==> src/rtl/pwm_multich_core_if.sv <==
// Register bus between a host and the PWM core.
// The host drives strobes, address and write data; the core returns rdata.
interface pwm_multich_core_if;
   logic        wr_en;
   logic        rd_en;
   logic [7:0]  addr;
   logic [31:0] wdata;
   logic [31:0] rdata;

   modport master (
      output wr_en, rd_en, addr, wdata,
      input  rdata
   );

   modport slave (
      input  wr_en, rd_en, addr, wdata,
      output rdata
   );
endinterface

==> src/rtl/pwm_multich_core.sv <==
// Multi-channel PWM: shadowed period/duty, edge or center counting,
// per-channel deadtime and a latched fault shutdown.
module pwm_multich_core #(
   parameter int NCH      = 4,
   parameter int WIDTH    = 16,
   parameter int DT_WIDTH = 8
) (
   input  logic              clk,
   input  logic              rst_n,
   pwm_multich_core_if.slave bus,
   input  logic              fault_n,
   output logic [NCH-1:0]    pwm_h,
   output logic [NCH-1:0]    pwm_l,
   output logic              upd_irq
);

   logic                en, mode, dt_en;
   logic [15:0]         presc, psc_cnt;
   logic [WIDTH-1:0]    period_sh, period_act;
   logic [DT_WIDTH-1:0] deadtime, dt_load;
   logic [WIDTH-1:0]    duty_sh  [NCH];
   logic [WIDTH-1:0]    duty_act [NCH];
   logic [WIDTH-1:0]    cnt, cnt_nx;
   logic                dir, dir_nx;
   logic                tick, upd;
   logic [1:0]          sync;
   logic                flt, flt_nx;
   logic                wr_ctrl, fault_clr;
   logic [NCH-1:0]      wr_duty;
   logic [NCH-1:0]      raw, raw_q;
   logic [DT_WIDTH-1:0] dtcnt [NCH];
   logic [DT_WIDTH-1:0] dt_nx [NCH];
   logic [31:0]         rd_val;
   logic                unused_wdata;

   assign unused_wdata = ^bus.wdata;
   assign wr_ctrl      = bus.wr_en && bus.addr == 8'h00;
   assign fault_clr    = wr_ctrl && bus.wdata[3];
   assign flt_nx       = ~sync[1] | (flt & ~fault_clr);
   assign dt_load      = dt_en ? deadtime : '0;

   always_comb begin
      wr_duty = '0;
      for (int i = 0; i < NCH; i++)
         wr_duty[i] = bus.wr_en && bus.addr == 8'(16 + i);
   end

   always_comb begin
      tick   = en && psc_cnt >= presc;
      cnt_nx = cnt;
      dir_nx = dir;
      upd    = 1'b0;
      if (!en) begin
         cnt_nx = '0;
         dir_nx = 1'b0;
      end else if (!mode) begin
         dir_nx = 1'b0;
         if (tick) begin
            if (cnt >= period_act) begin
               cnt_nx = '0;
               upd    = 1'b1;
            end else begin
               cnt_nx = cnt + 1'b1;
            end
         end
      end else if (tick) begin
         // past the peak (or at it) the counter walks down to the valley
         if (dir || cnt >= period_act) begin
            cnt_nx = (cnt == '0) ? '0 : cnt - 1'b1;
            dir_nx = cnt_nx != '0;
            upd    = cnt_nx == '0;
         end else begin
            cnt_nx = cnt + 1'b1;
         end
      end
   end

   always_comb begin
      for (int i = 0; i < NCH; i++) begin
         raw[i] = en && cnt < duty_act[i];
         if (raw[i] != raw_q[i])
            dt_nx[i] = dt_load;
         else if (dtcnt[i] != '0)
            dt_nx[i] = dtcnt[i] - 1'b1;
         else
            dt_nx[i] = '0;
      end
   end

   always_comb begin
      rd_val = '0;
      case (bus.addr)
         8'h00:   rd_val = {29'd0, dt_en, mode, en};
         8'h01:   rd_val = {16'd0, presc};
         8'h02:   rd_val = 32'(period_sh);
         8'h03:   rd_val = 32'(deadtime);
         8'h04:   rd_val = {30'd0, dir, flt};
         8'h05:   rd_val = 32'(cnt);
         default: rd_val = '0;
      endcase
      for (int i = 0; i < NCH; i++)
         if (bus.addr == 8'(16 + i))
            rd_val = 32'(duty_sh[i]);
   end

   always_ff @(posedge clk or negedge rst_n) begin
      if (!rst_n) begin
         en        <= 1'b0;
         mode      <= 1'b0;
         dt_en     <= 1'b0;
         presc     <= '0;
         period_sh <= '0;
         deadtime  <= '0;
         for (int i = 0; i < NCH; i++)
            duty_sh[i] <= '0;
      end else begin
         if (wr_ctrl)
            {dt_en, mode, en} <= bus.wdata[2:0];
         if (bus.wr_en && bus.addr == 8'h01)
            presc <= bus.wdata[15:0];
         if (bus.wr_en && bus.addr == 8'h02)
            period_sh <= bus.wdata[WIDTH-1:0];
         if (bus.wr_en && bus.addr == 8'h03)
            deadtime <= bus.wdata[DT_WIDTH-1:0];
         for (int i = 0; i < NCH; i++)
            if (wr_duty[i])
               duty_sh[i] <= bus.wdata[WIDTH-1:0];
      end
   end

   always_ff @(posedge clk or negedge rst_n) begin
      if (!rst_n) begin
         psc_cnt    <= '0;
         cnt        <= '0;
         dir        <= 1'b0;
         upd_irq    <= 1'b0;
         period_act <= '0;
         for (int i = 0; i < NCH; i++)
            duty_act[i] <= '0;
      end else begin
         psc_cnt <= (!en || tick) ? '0 : psc_cnt + 1'b1;
         cnt     <= cnt_nx;
         dir     <= dir_nx;
         upd_irq <= upd;
         // shadows see pre-write values here, so a coincident write waits
         if (!en || upd) begin
            period_act <= period_sh;
            for (int i = 0; i < NCH; i++)
               duty_act[i] <= duty_sh[i];
         end
      end
   end

   always_ff @(posedge clk or negedge rst_n) begin
      if (!rst_n) begin
         sync       <= 2'b11;
         flt        <= 1'b0;
         raw_q      <= '0;
         pwm_h      <= '0;
         pwm_l      <= '0;
         bus.rdata  <= '0;
         for (int i = 0; i < NCH; i++)
            dtcnt[i] <= '0;
      end else begin
         sync  <= {sync[0], fault_n};
         flt   <= flt_nx;
         raw_q <= raw;
         for (int i = 0; i < NCH; i++) begin
            dtcnt[i] <= dt_nx[i];
            pwm_h[i] <= raw[i] & (dt_nx[i] == '0) & ~flt_nx;
            pwm_l[i] <= ~raw[i] & en & (dt_nx[i] == '0) & ~flt_nx;
         end
         if (bus.rd_en)
            bus.rdata <= rd_val;
      end
   end

endmodule
==> src/flat_wrapper.sv <==
// flat-port wrapper written by rule: the top's interface ports become plain ports
module pwm_multich_core_flat 
#(
   parameter int NCH      = 4,
   parameter int WIDTH    = 16,
   parameter int DT_WIDTH = 8
)
  (clk, rst_n, fault_n, pwm_h, pwm_l, upd_irq, bus_wr_en, bus_rd_en, bus_addr, bus_wdata, bus_rdata);
  pwm_multich_core_if bus_i ();
  input  logic clk;
  input  logic rst_n;
  input  logic fault_n;
  output logic [NCH-1:0] pwm_h;
  output logic [NCH-1:0] pwm_l;
  output logic upd_irq;
  input wire logic [$bits(bus_i.wr_en)-1:0] bus_wr_en;
  input wire logic [$bits(bus_i.rd_en)-1:0] bus_rd_en;
  input wire logic [$bits(bus_i.addr)-1:0] bus_addr;
  input wire logic [$bits(bus_i.wdata)-1:0] bus_wdata;
  output wire logic [$bits(bus_i.rdata)-1:0] bus_rdata;
  assign bus_i.wr_en = bus_wr_en;
  assign bus_i.rd_en = bus_rd_en;
  assign bus_i.addr = bus_addr;
  assign bus_i.wdata = bus_wdata;
  assign bus_rdata = bus_i.rdata;
  pwm_multich_core #(.NCH(NCH), .WIDTH(WIDTH), .DT_WIDTH(DT_WIDTH)) u_core (.clk(clk), .rst_n(rst_n), .bus(bus_i), .fault_n(fault_n), .pwm_h(pwm_h), .pwm_l(pwm_l), .upd_irq(upd_irq));
endmodule
==> config.mk <==
export PLATFORM = sky130hd
export DESIGN_NAME = pwm_multich_core_flat
export DESIGN_NICKNAME = d
export VERILOG_FILES = /design/src/rtl/pwm_multich_core_if.sv /design/src/rtl/pwm_multich_core.sv /design/src/flat_wrapper.sv
export SDC_FILE = /design/constraint.sdc
export NUM_CORES = 1
export LEC_CHECK = 0
export ABC_AREA = 1
export CAP_MARGIN = 40
export CELL_PAD_IN_SITES_DETAIL_PLACEMENT = 0
export CELL_PAD_IN_SITES_GLOBAL_PLACEMENT = 1
export CORE_MARGIN = 1
export CORE_UTILIZATION = 45
export CTS_CLUSTER_DIAMETER = 100
export CTS_CLUSTER_SIZE = 28
export DETAILED_ROUTE_END_ITERATION = 8
export PLACE_DENSITY_LB_ADDON = 0.1
export SYNTH_ARGS = -nofsm -noshare
export SYNTH_HDL_FRONTEND = slang
export SYNTH_SLANG_ARGS = --single-unit
==> constraint.sdc <==
create_clock -name clk -period 6.6 [get_ports clk]
set_clock_uncertainty 0.05 [all_clocks]
set_input_delay 0.66 -clock clk [delete_from_list [all_inputs] [get_ports clk]]
set_output_delay 0.66 -clock clk [all_outputs]
set_load 0.03 [all_outputs]
* Yosys cells after proc, flatten, opt, wreduce, memory -nomap -nowiden
Index checks and enable logic that the tools add are counted.
** Word-level totals
- Input bits :: 45
- Register bits :: 300
- Output and inout bits :: 41
- Word-level logic and storage cells :: 150
** Cells by class
- Bitwise gates (word level) :: 29
- Add/subtract/negate cells :: 7
- $lt $le $gt $ge :: 6
- Mux-type cells :: 32
- Eq/ne operators :: 16
- Reductions and logical operators :: 31
** Operators with widths (number)
- $mux W16 :: 12
- $pmux W16 S6 :: 1
- $mux W8 :: 9
- $lt A16 B16 Y1 :: 4
- $logic_not A8 Y1 :: 5
- $add A16 B1 Y16 const B :: 2
- $eq A8 B5 Y1 const B :: 4
- $ge A16 B16 Y1 :: 2
- $logic_not A16 Y1 :: 2
- $reduce_bool A8 Y1 :: 4
- $sub A8 B1 Y8 const B :: 4
- $and A1 B1 Y1 :: 21
- $eq A8 B2 Y1 const B :: 2
- $eq A8 B3 Y1 const B :: 2
- $reduce_bool A16 Y1 :: 1
- $sub A16 B1 Y16 const B :: 1
- $logic_and A1 B1 Y1 :: 14
- $mux W1 :: 10
- $eq A8 B1 Y1 const B :: 1
- $not A1 Y1 :: 7
- $ne A3 B3 Y1 const B :: 2
- $ne A1 B1 Y1 :: 4
- $logic_or A1 B1 Y1 :: 3
- $ne A2 B2 Y1 const B :: 1
- other kinds (3) :: 3

* Depth between registers and ports, before layout
Gate-level depths: netlist (run 1).
- Word-level depth :: 8
- Depth in mapped cells :: 19
- Mapped depth without buffers :: 18

* Worst setup path before layout (run 1)
No wires, ideal clock.
- Path type :: register to register
- Start point :: reg u_core.cnt[0]
- End point :: reg u_core.duty_act[44] in the netlist's numbering
- Cell stages (with the launch flop) :: 17
- Period minus slack after synthesis :: 2.468 ns
- Path buffers :: 3
- Required time :: 6.433 ns
- Library setup time :: 0.117 ns
- Setup slack :: 4.132 ns
- Data arrival time :: 2.301 ns
- Cell sequence :: dfrtp_1 inv_1 buf_2 ha_1 nand3_2 nor2_4 nand2_2 buf_6 nand3_1 nand4_1 nor2_1 nand3_1 nand2_1 nand3_4 clkbuf_1 nand3_1 nand2_1
** On the way
- Longest elaborated chain between the ends :: 8
- Elaborated cells between the ends (all ways) :: 13
- Classes of those cells :: add/sub (1); order compare (1); mux (7); reduce/logical (4)
** RTL lines
- start, declared :: RTL line pwm_multich_core.sv:23 : logic [WIDTH-1:0] cnt, cnt_nx;
- start signal, assigned :: RTL line pwm_multich_core.sv:142 : cnt <= cnt_nx;
- $sub A16 B1 Y16 or $logic_not A16 Y1 (tied branches) :: RTL line pwm_multich_core.sv:69 : cnt_nx = (cnt == '0) ? '0 : cnt - 1'b1;
- $mux W16 :: RTL line pwm_multich_core.sv:69
- $logic_not A16 Y1 :: RTL line pwm_multich_core.sv:71 : upd = cnt_nx == '0;
- $mux W1 :: RTL line pwm_multich_core.sv:68 : if (dir || cnt >= period_act) begin
- $mux W1 :: RTL line pwm_multich_core.sv:66 : end else if (tick) begin
- $mux W1 (*) :: RTL line pwm_multich_core.sv:56 : end else if (!mode) begin
- $mux W1 (*) :: RTL line pwm_multich_core.sv:53 : if (!en) begin
- $logic_or A1 B1 Y1 (*) :: RTL line pwm_multich_core.sv:146 : if (!en || upd) begin
- end signal, assigned by index :: RTL line pwm_multich_core.sv:149 : duty_act[i] <= duty_sh[i];
- end, declared :: RTL line pwm_multich_core.sv:22 : logic [WIDTH-1:0] duty_act [NCH];
Mark *: on every way between the ends. The rest lies on a longest branch, timed or not.
A chain may end at the register's enable or synchronous reset.

* Worst setup path in the final report (run 1)
- Start point :: reg u_core.cnt[0]
- End point :: reg u_core.duty_act[42] in the netlist's numbering
The elaborated chain is that of the path after synthesis.

==> qor.yml, run 1 <==
status:
  status: "finished, final reports clean"
drt:
  ant_nets: 0
  drc: 0
  num_vias: 13791
  viasPerCell: 5.26
  avgRoutedWirePerCell_um: 17.9
  drt_iter0_markers: 1010
  drt_wl_total_um: 46800
  dr.pass1.iters: 5
synth:
  synthDistinctLibCells: 42
  netlist.area_leader.share_pct: 43.8
  ys_ff_latch: 284
  synth.largest_area_cell: "dfrtp_1"
  synth_common_cells: "701 x nand2_1, 282 x dfrtp_1, 272 x inv_1"
  async_flop_share_pct: 100
  synth.area.top_cells: "dfrtp_1 44%, nand2_1 16%, ha_1 7.7%"
  synthFlopType: "dfrtp_1"
  synth_edf_count: 0
  syn_inst: 2146
  seq_area_frac_synth_pct: 44.1
  ys_warn_count: 0
  syn_area_um2: 16100
  yosysMostFrequentCell: "nand2_1"
  syn_avg_cell_area_um2: 7.50
sta:
  setup_tns_ps: 0
  post-route-period-util_pct: 53.8
  worst_slack_ps: 3050
  final.min_clock_period_ps: 3550
  hold_viol: 0
  timing.fmax_ghz: 0.282
  rsz0062_at_grt: "no"
  relSlewSlack_pct: 24.1
  worst_pin_slew_ps: 1140
  whs_ps: 133
  drv_slew: 0
  setup_viol: 0
place:
  io_buffer_count: 53
  placed_cells: 2600
  post-place-ws_ps: 2850
  gp_congestion: 0.881
  hpwl_um: 33500
  dpl_cell_area_um2: 17100
critical_path:
  path_cells: "inv_1, ha_1, nand3_2, nor2_4, nand2_2, inv_1, or2_2, nand3_1, nor2_1, nand3_1, nand2_1, nand3_4, nand2_4, buf_16, nand2_1, nand2_1"
  slowest_stage: "inv_1"
  cpMostUsedCell: "nand2_1"
  critPathLaunchType: "register"
  critPathBufInv: 3
  cp_top_family: "simple AND/OR/NAND/NOR gates"
  cp_data_required_time_ps: 6990
  crit_fanout: 64
  end_kind: "register"
  worstPathArrival_ps: 3940
  critPathKind: "reg2reg"
  critPathMaxStageDelay_ps: 450
grt:
  grt_overflow_total: 0
  track_usage_pct: 26.5
  grt_pass1_vias: 13047
  antenna_found_initial: 0
  grt_max_degree: 172
  grt_pass1_wl_um: 74700
cells_and_area:
  syn_to_final_growth_pct: 8.77
  stdcell_count: 2622
  final_core_util_pct: 50.2
  diodes: 0
  fin_nets: 2306
  drive_above_1_share_pct: 2.72
  final_area_um2: 17500
clocking:
  cts_buffer_depth: 3
  root_buffer: "clkbuf_16"
  cts-resized-gates: 0
  clkTransAtPathRegs_ps: 100
  cts_tree: "built"
  htreeDepth: 1
  ctsHoldBuffers: 0
  cts_setup_buffers: 0
  cts_buffers: 15
  clock_latency_ps: 520
  clock-sinks: 284
hold_path:
  min_path_type: "in2async"
pwr:
  p_leak_nw: 9.03
  p_seq_share_pct: 49.6
  comb_power_share_pct: 24.0
  p_int_mw: 2.69
  ir_worst_vdd_mv: 0.159
  swShare_pct: 33.7
  power_density_nw_per_um2: 232
  p_clk_share_pct: 26.4
  power_mw: 4.06
  power_switching_mw: 1.37
floorplan:
  ios: 86
  placementRows: 68
  die-height_um: 191
  die_w_um: 191
  dieArea_um2: 36500
  start_util_pct: 46.2
  core_area_um2: 34900
run:
  cap_violations: 0
-- worst paths after layout --
kind                                 from             endpoint  slack (ps)  cells after the start
max                         u_core.cnt[0]  u_core.duty_act[42]        3050                     16
min                                 rst_n    u_core.psc_cnt[9]         130                      1
max reg2reg                 u_core.cnt[0]  u_core.duty_act[42]        3050                     16
min reg2reg                u_core.sync[0]       u_core.sync[1]         320                      0
max in group asynchronous           rst_n            u_core.en        4800                      2
min in group clk           u_core.sync[0]       u_core.sync[1]         320                      0
-- layout by cell type (no fill, tap or decap), drive strengths merged --
cell type / instances
and3: 1
nand2: 703
conb: 16
o22ai: 7
nand3b: 4
or2: 7
o221ai: 3
nand3: 197
ha: 99
nor4: 4
dfrtp: 282
inv: 275
a211oi: 2
nor3: 24
o21bai: 1
o211ai: 3
a22o: 1
nand4: 31
clkinv: 8
o21a: 3
xor2: 23
buf: 18
clkbuf: 16
dfstp: 2
nor3b: 1
o2111ai: 1
a21oi: 74
nor2: 120
xnor2: 1
clkdlybuf4s50: 52
a221oi: 5
o21ai: 183
-- layer usage --
metal  share of wire (%)  vias to the layer above  global-route usage, %
li1                    -                     6865                      -
met1                  48                     6528                   39.2
met2                  45                      346                   41.9
met3                 4.8                       52                   2.17
met4                 2.2                        0                   6.41
met5                   0                        -                      0
-- state kept, by name, indices dropped and copies added, names as in the netlist, 2 cells and up --
signal and flops:
u_core.bus.rdata 16, u_core.cnt 16, u_core.deadtime 8, u_core.dtcnt 32, u_core.duty_act 64, u_core.duty_sh 64, u_core.period_act 16, u_core.period_sh 16
u_core.presc 16, u_core.psc_cnt 16, u_core.pwm_h 4, u_core.pwm_l 4, u_core.raw_q 4, u_core.sync 2
-- cells by family after synthesis --
| family | synth area share (%) |
|---|---|
| simple gates | 28.2 |
| fa+ha+maj | 7.69 |
| compound gates | 9.22 |
| other cells | 0.0233 |
| buf+inv | 9.37 |
| flops | 44.1 |
| xor+xnor | 1.31 |
-- area by class of cell --
| class | instances | area, um^2 |
|---|---|---|
| clock buffers | 16 | 389 |
| clock inverters | 6 | 67.6 |
| inverters | 277 | 1040 |
| multi-input cells | 1514 | 7540 |
| repair buffers | 70 | 798 |
| fillers | 3519 | 17400 |
| well taps | 455 | 569 |
| flip-flops and latches | 284 | 7110 |
-- power groups by stage --
stage / logic, mW / clock network [mW] / registers (mW)
finish: 0.975 / 1.07 / 2.01
global route: 1.14 / 1.15 / 2.04
CTS: 0.982 / 1.10 / 2.01
detailed placement: 0.976 / 0 / 2.04
global placement: 0.961 / 0 / 2.04
floorplan: 0.732 / 0 / 2.01
Power figures use the tool's default switching activity.
==> inputs of run 2 (changes only) <==
--- a/config.mk
+++ b/config.mk
@@ -10,7 +10,7 @@
 export CELL_PAD_IN_SITES_DETAIL_PLACEMENT = 0
 export CELL_PAD_IN_SITES_GLOBAL_PLACEMENT = 1
 export CORE_MARGIN = 1
-export CORE_UTILIZATION = 45
+export CORE_UTILIZATION = 41
 export CTS_CLUSTER_DIAMETER = 100
 export CTS_CLUSTER_SIZE = 28
 export DETAILED_ROUTE_END_ITERATION = 8
==> constraint.sdc (replaced) <==
create_clock -name clk -period 3.1 [get_ports clk]
set_clock_uncertainty 0.05 [all_clocks]
set_input_delay 0.31 -clock clk [delete_from_list [all_inputs] [get_ports clk]]
set_output_delay 0.31 -clock clk [all_outputs]
set_load 0.03 [all_outputs]
==> run 2 against run 1 <==
Net effect:
- count of clock-buffer cells in the layout rose by 2
- wire length rose by 4.2%
- sequential share of layout area decreased by 1.5 points
- critical path depth is 4 lower
- via count up 1.8%
- combinational power rose by 130%
- sequential power increased by 110%
- clock power rose by 130%
- core utilization fell by 3.2 points
- final cell count increased by 5.3%
- first-iteration DRC count unchanged
- critical endpoint is now u_core.duty_act[38]
==> qor.yml, run 2 (synthesized netlist as in run 1, its figures left out) <==
floorplan:
  die-height_um: 200  # +4.7%
  die_w_um: 200  # +4.7%
  dieArea_um2: 40100  # +9.7%
  start_util_pct: 41.6  # -4.6 points
  ios: 86  # unchanged
  core_area_um2: 38700  # +11%
  placementRows: 72  # +5.9%
sta:
  final.min_clock_period_ps: 2800  # -747 ps
  setup_tns_ps: 0  # unchanged
  rsz0062_at_grt: "no"
  hold_viol: 0  # unchanged
  relSlewSlack_pct: 50.5  # +26 points
  worst_pin_slew_ps: 742  # -397 ps
  drv_slew: 0  # unchanged
  post-route-period-util_pct: 90.3  # +37 points
  whs_ps: 160  # +27.4 ps
  timing.fmax_ghz: 0.357  # +27%
  setup_viol: 0  # unchanged
pwr:
  power_density_nw_per_um2: 493  # +110%
  p_leak_nw: 9.39  # +3.9%
  ir_worst_vdd_mv: 0.445  # +180%
clocking:
  root_buffer: "clkbuf_16"
  cts_tree: "built"
  cts_setup_buffers: 0  # unchanged
  htreeDepth: 1  # unchanged
  clock_latency_ps: 540  # +20 ps
  clkTransAtPathRegs_ps: 100  # about the same
  clock-sinks: 284  # unchanged
  cts_buffer_depth: 3  # unchanged
  cts_buffers: 16  # +1
cells_and_area:
  final_area_um2: 18200  # +3.9%
  largest_registers: "u_core.duty_act (64), u_core.duty_sh (64), u_core.dtcnt (32)"
  diodes: 0  # unchanged
  final_common_cell: "nand2_1"
  drive_above_1_share_pct: 5.97  # +3.3 points
  mostFrequentLayoutCells: "701 x nand2_1, 280 x dfrtp_1, 272 x inv_1, 195 x nand3_1, 182 x o21ai_0"
  syn_to_final_growth_pct: 13.0
  nFillCells: 4007  # +14%
  fin_nets: 2379  # +3.2%
drt:
  drt_wl_total_um: 48800  # +4.2%
  ant_nets: 0  # unchanged
  drt_iter0_markers: 1010  # unchanged
  viasPerCell: 5.08  # -3.3%
  num_vias: 14036  # +1.8%
  dr.pass1.iters: 5  # unchanged
  avgRoutedWirePerCell_um: 17.7  # -1.0%
  drc: 0  # unchanged
hold_path:
  hold_depth: 1
  min_path_type: "in2reg"
critical_path:
  startpoint: "u_core.cnt[15]"
  slowest_stage: "dfrtp_1"
  cp_top_family: "simple AND/OR/NAND/NOR gates"
  worstPathArrival_ps: 3220  # -720 ps
  endpoint: "u_core.duty_act[38]"
  r2r_cells: 12  # -4
  cpMostUsedCell: "nand2_1"
  ff2ff_setup_slack_ps: 300  # -2750 ps
  critPathMaxStageDelay_ps: 530  # +80 ps
  end_kind: "register"
  r2r_start: "u_core.cnt[15]"
  critPathKind: "reg2reg"
  cp_data_required_time_ps: 3520  # -3470 ps
  r2r_end: "u_core.duty_act[38]"
  critPathLaunchType: "register"
  crit_fanout: 38  # -41%
  path_cells: "buf_4, ha_1, nand2_1, nor4_1, buf_4, o21ai_0, o2111ai_1, nand3_4, nand2_4, buf_12, nand2_1, nand2_1"
  cp.depth: 12  # -4
  critPathBufInv: 3  # unchanged
grt:
  grt_pass1_vias: 13343  # +2.3%
  grt_max_degree: 80  # -53%
  grt_pass1_wl_um: 76700  # +2.6%
  track_usage_pct: 24.5  # -2.0 points
  antenna_found_initial: 0  # unchanged
  grt_overflow_total: 0  # unchanged
place:
  hpwl_um: 35500  # +5.8%
  io_buffer_count: 53  # unchanged
  gp_congestion: 0.854  # -3.1%
  dpl_cell_area_um2: 17700  # +3.5%
run:
  cap_violations: 0  # unchanged
status:
  status: "finished, final reports clean"
[run 2: changes by cell type in the layout (fill, tap and decap cells not counted), moves of 2 or more]
| cell | delta |
|---|---|
| buf_12 | +9 |
| buf_16 | -5 |
| buf_4 | +70 |
| buf_8 | -3 |
| clkbuf_16 | +2 |
[run 2: timing repair]
item	in CTS	in global routing
resized for setup	0	1
hold buffers	1	0
endpoints found under the setup margin	0	5
hold endpoints to repair	66	0
[run 2: report_power, final]
group / switching [mW] / internal (mW) / total (mW) / leakage, nW
sequential: 0.235 / 4.05 / 4.28 / 3.85
combinational: 1.38 / 0.859 / 2.24 / 5.29
clock: 1.39 / 1.06 / 2.45 / 0.250
total: 3.01 / 5.96 / 8.97 / 9.39
[run 2: per-stage QoR]
step	utilization [%]	setup WS, ps	cells	total power [mW]
3_5_place_dp	45.6	201	2734	6.60
3_3_place_gp	45.6	237	2734	6.57
2_1_floorplan	-	632	2161	5.85
6_report	47.0	300	2761	8.97
5_1_grt	47.0	5.63	2761	9.59
4_1_cts	47.0	172	2761	9.07
[run 2: layout make-up]
class / count / area (um^2) / area share [%]
multi-input cells: 1514 / 7540 / 41.4
flip-flops and latches: 284 / 7110 / 39.1
repair buffers: 142 / 1330 / 7.32
inverters: 277 / 1040 / 5.71
well taps: 518 / 648 / 3.56
clock buffers: 18 / 429 / 2.36
clock inverters: 8 / 90.1 / 0.495
[run 2: layer usage]
metal	wire length (um)	up-vias	GRT usage, %
met4	1500	0	7.28
met1	22900	6630	34.0
met3	2320	69	3.76
met5	0	-	0
met2	22100	325	39.5
li1	-	7012	-
[run 2: how the worst min path moves through the flow]
stage	from	endpoint
finish	fault_n	u_core.sync[0]
global route	fault_n	u_core.sync[0]
CTS	fault_n	u_core.sync[0]
detailed placement	rst_n	u_core.dtcnt[2]
global placement	rst_n	u_core.dtcnt[1]
floorplan	rst_n	u_core.bus.rdata[0]
